**config.mk**
```make
export PLATFORM = sky130hd
export DESIGN_NAME = pipe_hazard_ctrl_flat
export DESIGN_NICKNAME = d
export VERILOG_FILES = /design/src/rtl/pipe_hazard_ctrl_if.sv /design/src/rtl/pipe_hazard_ctrl.sv /design/src/flat_wrapper.sv
export SDC_FILE = /design/constraint.sdc
export NUM_CORES = 1
export LEC_CHECK = 0
export CAP_MARGIN = 20
export CORE_ASPECT_RATIO = 0.8
export CORE_MARGIN = 2
export CORE_UTILIZATION = 35
export CTS_BUF_LIST = sky130_fd_sc_hd__clkbuf_16
export DETAILED_ROUTE_END_ITERATION = 8
export HOLD_SLACK_MARGIN = 0.06
export PLACE_DENSITY_LB_ADDON = 0.12
export SLEW_MARGIN = 30
export SYNTH_ARGS = -nofsm -noshare
export SYNTH_HDL_FRONTEND = slang
export SYNTH_SLANG_ARGS = --single-unit
```
**constraint.sdc**
```tcl
create_clock -name clk -period 3.2 [get_ports clk]
set_clock_uncertainty 0.15 [all_clocks]
set_input_delay 0.64 -clock clk [delete_from_list [all_inputs] [get_ports clk]]
set_output_delay 0.64 -clock clk [all_outputs]
set_load 0.01 [all_outputs]
```
**src/rtl/pipe_hazard_ctrl_if.sv**
```systemverilog
// Hazard-controller bundle between the RV32I pipeline datapath and pipe_hazard_ctrl.
// Ports:
//   Status from the datapath: ID/EX/MEM/WB register indices, write-enables, load flag,
//   branch redirect and the data-memory handshake.
//   Controls to the datapath: stage enables, flushes, MEM/WB bubble, forwarding selects,
//   the timeout error and the performance counters.
// master: the datapath side. slave: the controller side.
interface pipe_hazard_ctrl_if #(
  parameter int unsigned CNT_W = 32
);
  // datapath status
  logic [4:0]       id_rs1;
  logic [4:0]       id_rs2;
  logic             id_uses_rs1;
  logic             id_uses_rs2;
  logic [4:0]       ex_rs1;
  logic [4:0]       ex_rs2;
  logic [4:0]       ex_rd;
  logic             ex_mem_read;
  logic             ex_branch_taken;
  logic [4:0]       mem_rd;
  logic             mem_reg_write;
  logic             mem_dmem_req;
  logic             dmem_ready;
  logic [4:0]       wb_rd;
  logic             wb_reg_write;
  // controller outputs
  logic             pc_en;
  logic             if_id_en;
  logic             id_ex_en;
  logic             ex_mem_en;
  logic             if_id_flush;
  logic             id_ex_flush;
  logic             mem_wb_bubble;
  logic [1:0]       fwd_a_sel;
  logic [1:0]       fwd_b_sel;
  logic             mem_err;
  logic [CNT_W-1:0] stall_cnt;
  logic [CNT_W-1:0] flush_cnt;

  modport master (
    output id_rs1, id_rs2, id_uses_rs1, id_uses_rs2, ex_rs1, ex_rs2, ex_rd,
           ex_mem_read, ex_branch_taken, mem_rd, mem_reg_write, mem_dmem_req,
           dmem_ready, wb_rd, wb_reg_write,
    input  pc_en, if_id_en, id_ex_en, ex_mem_en, if_id_flush, id_ex_flush,
           mem_wb_bubble, fwd_a_sel, fwd_b_sel, mem_err, stall_cnt, flush_cnt
  );

  modport slave (
    input  id_rs1, id_rs2, id_uses_rs1, id_uses_rs2, ex_rs1, ex_rs2, ex_rd,
           ex_mem_read, ex_branch_taken, mem_rd, mem_reg_write, mem_dmem_req,
           dmem_ready, wb_rd, wb_reg_write,
    output pc_en, if_id_en, id_ex_en, ex_mem_en, if_id_flush, id_ex_flush,
           mem_wb_bubble, fwd_a_sel, fwd_b_sel, mem_err, stall_cnt, flush_cnt
  );
endinterface

```
**src/rtl/pipe_hazard_ctrl.sv**
```systemverilog
// Central hazard sequencer for the 5-stage RV32I pipeline registers.
// Priority: memory wait-state stall > taken-branch flush > load-use stall > run.
// Control outputs are combinational from the registered state and the current inputs;
// mem_err and the counters are registered.
// Ports:
//   clk    rising-edge clock
//   rst_n  asynchronous active-low reset; forces every control output low while asserted
//   bus    pipe_hazard_ctrl_if.slave (status in, stage controls/counters out)
module pipe_hazard_ctrl #(
  parameter int unsigned MEM_TIMEOUT = 16,
  parameter int unsigned CNT_W       = 32
) (
  input logic               clk,
  input logic               rst_n,
  pipe_hazard_ctrl_if.slave bus
);

  localparam logic [7:0] TIMEOUT = 8'(MEM_TIMEOUT);

  typedef enum logic [1:0] {
    RUN      = 2'd0,
    MEM_WAIT = 2'd1,
    ERR      = 2'd2
  } state_t;

  state_t           state_q, state_d;
  logic [7:0]       wait_q, wait_d;
  logic [CNT_W-1:0] stall_q, flush_q;

  logic       mem_stall_c, load_use_c;
  logic       pc_en_c, if_id_en_c, id_ex_en_c, ex_mem_en_c;
  logic       if_id_flush_c, id_ex_flush_c, bubble_c;
  logic [1:0] fwd_a_c, fwd_b_c;

  // EX operand source: MEM result beats the older WB result; x0 is never forwarded.
  function automatic logic [1:0] fwd_sel(input logic [4:0] rs,
                                         input logic [4:0] m_rd, input logic m_we,
                                         input logic [4:0] w_rd, input logic w_we);
    if (m_we && (m_rd != 5'd0) && (m_rd == rs)) return 2'b10;
    if (w_we && (w_rd != 5'd0) && (w_rd == rs)) return 2'b01;
    return 2'b00;
  endfunction

  // Hazard detection, next-state and control outputs.
  always_comb begin
    state_d       = state_q;
    wait_d        = wait_q;
    pc_en_c       = 1'b0;
    if_id_en_c    = 1'b0;
    id_ex_en_c    = 1'b0;
    ex_mem_en_c   = 1'b0;
    if_id_flush_c = 1'b0;
    id_ex_flush_c = 1'b0;
    bubble_c      = 1'b0;
    fwd_a_c       = 2'b00;
    fwd_b_c       = 2'b00;

    mem_stall_c = (state_q != ERR) && bus.mem_dmem_req && !bus.dmem_ready;
    load_use_c  = bus.ex_mem_read && (bus.ex_rd != 5'd0) &&
                  ((bus.id_uses_rs1 && (bus.id_rs1 == bus.ex_rd)) ||
                   (bus.id_uses_rs2 && (bus.id_rs2 == bus.ex_rd)));

    case (state_q)
      RUN, MEM_WAIT: begin
        if (mem_stall_c) begin
          wait_d  = wait_q + 8'd1;
          state_d = ((wait_q + 8'd1) == TIMEOUT) ? ERR : MEM_WAIT;
        end else begin
          wait_d  = 8'd0;
          state_d = RUN;
        end
      end
      default: state_d = ERR;
    endcase

    if (rst_n) begin
      fwd_a_c = fwd_sel(bus.ex_rs1, bus.mem_rd, bus.mem_reg_write, bus.wb_rd, bus.wb_reg_write);
      fwd_b_c = fwd_sel(bus.ex_rs2, bus.mem_rd, bus.mem_reg_write, bus.wb_rd, bus.wb_reg_write);
      if (state_q == ERR || mem_stall_c) begin
        // Whole pipe frozen; MEM/WB takes a NOP so the waiting access is not retired twice.
        bubble_c = 1'b1;
      end else if (bus.ex_branch_taken) begin
        // Redirect kills both younger instructions, which also resolves any load-use.
        pc_en_c       = 1'b1;
        if_id_en_c    = 1'b1;
        id_ex_en_c    = 1'b1;
        ex_mem_en_c   = 1'b1;
        if_id_flush_c = 1'b1;
        id_ex_flush_c = 1'b1;
      end else if (load_use_c) begin
        // Hold PC and IF/ID, send a bubble into EX; the load moves on to MEM.
        id_ex_en_c    = 1'b1;
        ex_mem_en_c   = 1'b1;
        id_ex_flush_c = 1'b1;
      end else begin
        pc_en_c     = 1'b1;
        if_id_en_c  = 1'b1;
        id_ex_en_c  = 1'b1;
        ex_mem_en_c = 1'b1;
      end
    end
  end

  // State and wait-cycle counter.
  always_ff @(posedge clk or negedge rst_n) begin
    if (!rst_n) begin
      state_q <= RUN;
      wait_q  <= 8'd0;
    end else begin
      state_q <= state_d;
      wait_q  <= wait_d;
    end
  end

  // Saturating stall/flush performance counters.
  always_ff @(posedge clk or negedge rst_n) begin
    if (!rst_n) begin
      stall_q <= '0;
      flush_q <= '0;
    end else begin
      if (!pc_en_c && (stall_q != '1))      stall_q <= stall_q + CNT_W'(1);
      if (if_id_flush_c && (flush_q != '1)) flush_q <= flush_q + CNT_W'(1);
    end
  end

  assign bus.pc_en         = pc_en_c;
  assign bus.if_id_en      = if_id_en_c;
  assign bus.id_ex_en      = id_ex_en_c;
  assign bus.ex_mem_en     = ex_mem_en_c;
  assign bus.if_id_flush   = if_id_flush_c;
  assign bus.id_ex_flush   = id_ex_flush_c;
  assign bus.mem_wb_bubble = bubble_c;
  assign bus.fwd_a_sel     = fwd_a_c;
  assign bus.fwd_b_sel     = fwd_b_c;
  assign bus.mem_err       = (state_q == ERR);
  assign bus.stall_cnt     = stall_q;
  assign bus.flush_cnt     = flush_q;

endmodule
```
**src/flat_wrapper.sv**
```systemverilog
// flat-port wrapper written by rule: the top's interface ports become plain ports
module pipe_hazard_ctrl_flat 
#(
  parameter int unsigned MEM_TIMEOUT = 16,
  parameter int unsigned CNT_W       = 32
)
  (clk, rst_n, bus_id_rs1, bus_id_rs2, bus_id_uses_rs1, bus_id_uses_rs2, bus_ex_rs1, bus_ex_rs2, bus_ex_rd, bus_ex_mem_read, bus_ex_branch_taken, bus_mem_rd, bus_mem_reg_write, bus_mem_dmem_req, bus_dmem_ready, bus_wb_rd, bus_wb_reg_write, bus_pc_en, bus_if_id_en, bus_id_ex_en, bus_ex_mem_en, bus_if_id_flush, bus_id_ex_flush, bus_mem_wb_bubble, bus_fwd_a_sel, bus_fwd_b_sel, bus_mem_err, bus_stall_cnt, bus_flush_cnt);
  pipe_hazard_ctrl_if #(.CNT_W(CNT_W)) bus_i ();
  input logic clk;
  input logic rst_n;
  input wire logic [$bits(bus_i.id_rs1)-1:0] bus_id_rs1;
  input wire logic [$bits(bus_i.id_rs2)-1:0] bus_id_rs2;
  input wire logic [$bits(bus_i.id_uses_rs1)-1:0] bus_id_uses_rs1;
  input wire logic [$bits(bus_i.id_uses_rs2)-1:0] bus_id_uses_rs2;
  input wire logic [$bits(bus_i.ex_rs1)-1:0] bus_ex_rs1;
  input wire logic [$bits(bus_i.ex_rs2)-1:0] bus_ex_rs2;
  input wire logic [$bits(bus_i.ex_rd)-1:0] bus_ex_rd;
  input wire logic [$bits(bus_i.ex_mem_read)-1:0] bus_ex_mem_read;
  input wire logic [$bits(bus_i.ex_branch_taken)-1:0] bus_ex_branch_taken;
  input wire logic [$bits(bus_i.mem_rd)-1:0] bus_mem_rd;
  input wire logic [$bits(bus_i.mem_reg_write)-1:0] bus_mem_reg_write;
  input wire logic [$bits(bus_i.mem_dmem_req)-1:0] bus_mem_dmem_req;
  input wire logic [$bits(bus_i.dmem_ready)-1:0] bus_dmem_ready;
  input wire logic [$bits(bus_i.wb_rd)-1:0] bus_wb_rd;
  input wire logic [$bits(bus_i.wb_reg_write)-1:0] bus_wb_reg_write;
  output wire logic [$bits(bus_i.pc_en)-1:0] bus_pc_en;
  output wire logic [$bits(bus_i.if_id_en)-1:0] bus_if_id_en;
  output wire logic [$bits(bus_i.id_ex_en)-1:0] bus_id_ex_en;
  output wire logic [$bits(bus_i.ex_mem_en)-1:0] bus_ex_mem_en;
  output wire logic [$bits(bus_i.if_id_flush)-1:0] bus_if_id_flush;
  output wire logic [$bits(bus_i.id_ex_flush)-1:0] bus_id_ex_flush;
  output wire logic [$bits(bus_i.mem_wb_bubble)-1:0] bus_mem_wb_bubble;
  output wire logic [$bits(bus_i.fwd_a_sel)-1:0] bus_fwd_a_sel;
  output wire logic [$bits(bus_i.fwd_b_sel)-1:0] bus_fwd_b_sel;
  output wire logic [$bits(bus_i.mem_err)-1:0] bus_mem_err;
  output wire logic [$bits(bus_i.stall_cnt)-1:0] bus_stall_cnt;
  output wire logic [$bits(bus_i.flush_cnt)-1:0] bus_flush_cnt;
  assign bus_i.id_rs1 = bus_id_rs1;
  assign bus_i.id_rs2 = bus_id_rs2;
  assign bus_i.id_uses_rs1 = bus_id_uses_rs1;
  assign bus_i.id_uses_rs2 = bus_id_uses_rs2;
  assign bus_i.ex_rs1 = bus_ex_rs1;
  assign bus_i.ex_rs2 = bus_ex_rs2;
  assign bus_i.ex_rd = bus_ex_rd;
  assign bus_i.ex_mem_read = bus_ex_mem_read;
  assign bus_i.ex_branch_taken = bus_ex_branch_taken;
  assign bus_i.mem_rd = bus_mem_rd;
  assign bus_i.mem_reg_write = bus_mem_reg_write;
  assign bus_i.mem_dmem_req = bus_mem_dmem_req;
  assign bus_i.dmem_ready = bus_dmem_ready;
  assign bus_i.wb_rd = bus_wb_rd;
  assign bus_i.wb_reg_write = bus_wb_reg_write;
  assign bus_pc_en = bus_i.pc_en;
  assign bus_if_id_en = bus_i.if_id_en;
  assign bus_id_ex_en = bus_i.id_ex_en;
  assign bus_ex_mem_en = bus_i.ex_mem_en;
  assign bus_if_id_flush = bus_i.if_id_flush;
  assign bus_id_ex_flush = bus_i.id_ex_flush;
  assign bus_mem_wb_bubble = bus_i.mem_wb_bubble;
  assign bus_fwd_a_sel = bus_i.fwd_a_sel;
  assign bus_fwd_b_sel = bus_i.fwd_b_sel;
  assign bus_mem_err = bus_i.mem_err;
  assign bus_stall_cnt = bus_i.stall_cnt;
  assign bus_flush_cnt = bus_i.flush_cnt;
  pipe_hazard_ctrl #(.MEM_TIMEOUT(MEM_TIMEOUT), .CNT_W(CNT_W)) u_core (.clk(clk), .rst_n(rst_n), .bus(bus_i));
endmodule
```
==> metrics.txt, run 1 <==
most common cell in the netlist=dfrtp_1; total CTS buffers=9; Cell Area, Synth=4110 um^2; hold crit path type=in2async; routability cong.=0.806; final setup fails=0; GR Util met2=0.262; Post-synth EDFFs=0; total power=2.54 mW; total leakage power=2.53 nW; M3 GR Usage=0.0499; final antenna-violating net count=0; CP arrival=2.37 ns; crit path kind=in2out; clk buf depth=2; max_cap viols=0; r2r worst-path depth=6; area grow syn2layout=44.1%; Top-Level Pins=121; Critical Path Start=bus_mem_rd[0]; non-filler cells, final=702; ys flop type=dfrtp_1; die height=101 um; leading area contributor after synthesis=dfrtp_1; DIE AREA=12600 um^2; Pre-Repair DR Iteration Count=4; status=finished, final reports clean; Peak VDD IR=0.295 mV; Adder-Cell Fraction of Synth Area=0.0122; Slew @ Worst Pin=0.729 ns; hold_buf cts=0; latest clock arrival within the worst-skew pair=0.33 ns; Critical Path Fanout Max=2; CTS tree=built; antenna violations before repair=0; Mapped Cells=401; share of the synthesized area in the top cell type=0.451; WP data required=2.41 ns; H-tree depth=3; Vias/cell=4.95; syn avg cell area=10.2 um^2; most used routing layer=met2; Avg WL per Cell=14.8 um; max-slew violations=0; Synth Area in Compound Gates=0.0481; Total Routing Usage GR=0.173; # DRC=0; synth top area cells=dfrtp_1, xnor2_1, xor2_1; total wire length=10.4 mm; largest family of logic cells by synthesized area=simple AND/OR/NAND/NOR gates; list of most frequent post-synthesis cells=dfrtp_1, xnor2_1, nand2_1, nand4_1, xor2_1; drt initial violations=291; Final Hold Viols=0; pwr dens=429 nW/um^2; achievable frequency=316 MHz; Startpoint Class=primary input; Clock Sinks=74; largest net degree at the start of global routing=71; share of cells above drive strength 1=0.125; Synth Net Count=450; XOR/XNOR Fraction of Synth Area=0.196; vias in the first global route=3510; Post-DP HPWL=7.76 mm; Ant. Diodes=0; Tmin final=3.16 ns; first-pass GRT wire length=17.7 mm; Synth Warn #=0; number of synthesized register bits=74; CP Capture Type=primary output; die width=125 um; CTS clock-pin slew for the worst setup and hold paths=0.05 ns; RSZ-0062 raised after global routing=true; ys async rst share=1.00; grt ovf=0; mux share of post-synthesis cell area=0.00548; worst r2r src=u_core.bus.stall_cnt[6]; count of cell types in the netlist=49; routed vias=3478; design area=5920 um^2; FP Rows=35; Placed Area=5640 um^2; Max-slew headroom=0.507; initial core utilization=0.358; placed cells=686; Post-CTS Setup Bufs=0; Port Buffer Count=120; post-synthesis sequential area ratio=0.451; Tcrit/Tclk final=0.988; Post-Synth Simple-Gate Area=0.262; core area=11500 um^2; M1 GR Usage=0.244; nets=598; root buf cell=clkbuf_16
[worst paths after layout]
path / slack [ns] / end
min in group clk: 0.34 / u_core.bus.flush_cnt[15]
min reg2reg: 0.34 / u_core.bus.flush_cnt[15]
max: 0.04 / bus_fwd_b_sel[1]
min: 0.08 / u_core.wait_q[2]
max reg2reg: 0.74 / u_core.bus.stall_cnt[31]
max in group asynchronous: 1.97 / u_core.bus.stall_cnt[31]
[layer usage]
metal	vias to the layer above	wire [um]
met1	1663	5140
met2	75	4700
met4	0	159
li1	1722	-
met3	18	381
met5	-	0
[layout by cell type (no fill, tap or decap), drive strengths merged, types with 2 or more instances in the layout]
cell type      netlist  layout
and4                 7       7
xor2                25      25
a21o                 2       2
clkbuf               3      11
o31ai                3       3
nor2                17      17
nand2b               2       2
mux2                 2       2
nand4               31      31
nor4                 7       7
buf                  8      31
nand3               33      33
clkinv               0       6
ha                   4       4
dlymetal6s2s         0       3
o21ai               15      15
dfrtp               74      74
or4                  5       5
a21oi                2       2
and2                 9       9
nand2               31      31
and3                20      20
nor4b                3       3
xnor2               67      67
nor3                 7       7
dlygate4sd2          0       2
inv                 10      11
clkdlybuf4s50        0     110
[repair_timing]
action / in CTS / in global routing
endpoints found under the setup margin: 7 / 5
pin swaps: 1 / 2
endpoints found under the hold margin: 0 / 0
gates cloned: 0 / 0
resized for setup: 20 / 11
[stage by stage]
step	utilization	worst slack (ns)	setup TNS [ns]	hold slack, ns
after global routing	0.516	-0.0465	-0.0465	0.0835
final	0.516	0.0388	0	0.0834
after CTS	0.515	-0.137	-0.210	0.0693
after global placement	0.491	-0.373	-1.68	0.334
after floorplan	-	0.393	0	0.194
after detailed placement	0.491	-0.464	-1.93	0.339
[state kept, by name, summed over array words and instances (netlist names)]
register / flops
u_core.wait_q: 8
u_core.bus.stall_cnt: 32
u_core.bus.flush_cnt: 32
u_core.state_q: 2
[critical path, cell delays in order]
cell and delay (ns):
clkdlybuf4s50_1 0.44, or4_1 0.54, o21ai_2 0.21, nor4_2 0.09, and2_1 0.17, dlygate4sd2_1 0.28
[logic make-up after synthesis]
| family | count (synthesis) |
|---|---|
| multiplexers | 2 |
| AO/OA/AOI/OAI | 31 |
| adder cells (fa/ha/maj) | 4 |
| flip-flops | 74 |
| AND/OR/NAND/NOR | 177 |
| XOR/XNOR | 92 |
| buffers and inverters | 21 |
[area by class of cell]
type	count	area (um^2)
fill	1075	5550
inverter	10	37.5
sequential	74	1850
clock inverter	7	27.5
multi-input combinational	306	2200
tap	148	185
timing repair buffer	148	1400
clock buffer	9	225
[power breakdown]
part | switching [mW] | internal [mW]
Combinational | 0.238 | 0.313
Clock | 0.364 | 0.506
Sequential | 0.103 | 1.02
(Power assumes the default switching activity.)
==> run 2, diff against run 1 <==
- CTS_CLUSTER_DIAMETER: not set -> 60
==> results of run 2 <==
Final layout, timing and power as in run 1 (identical DEF).
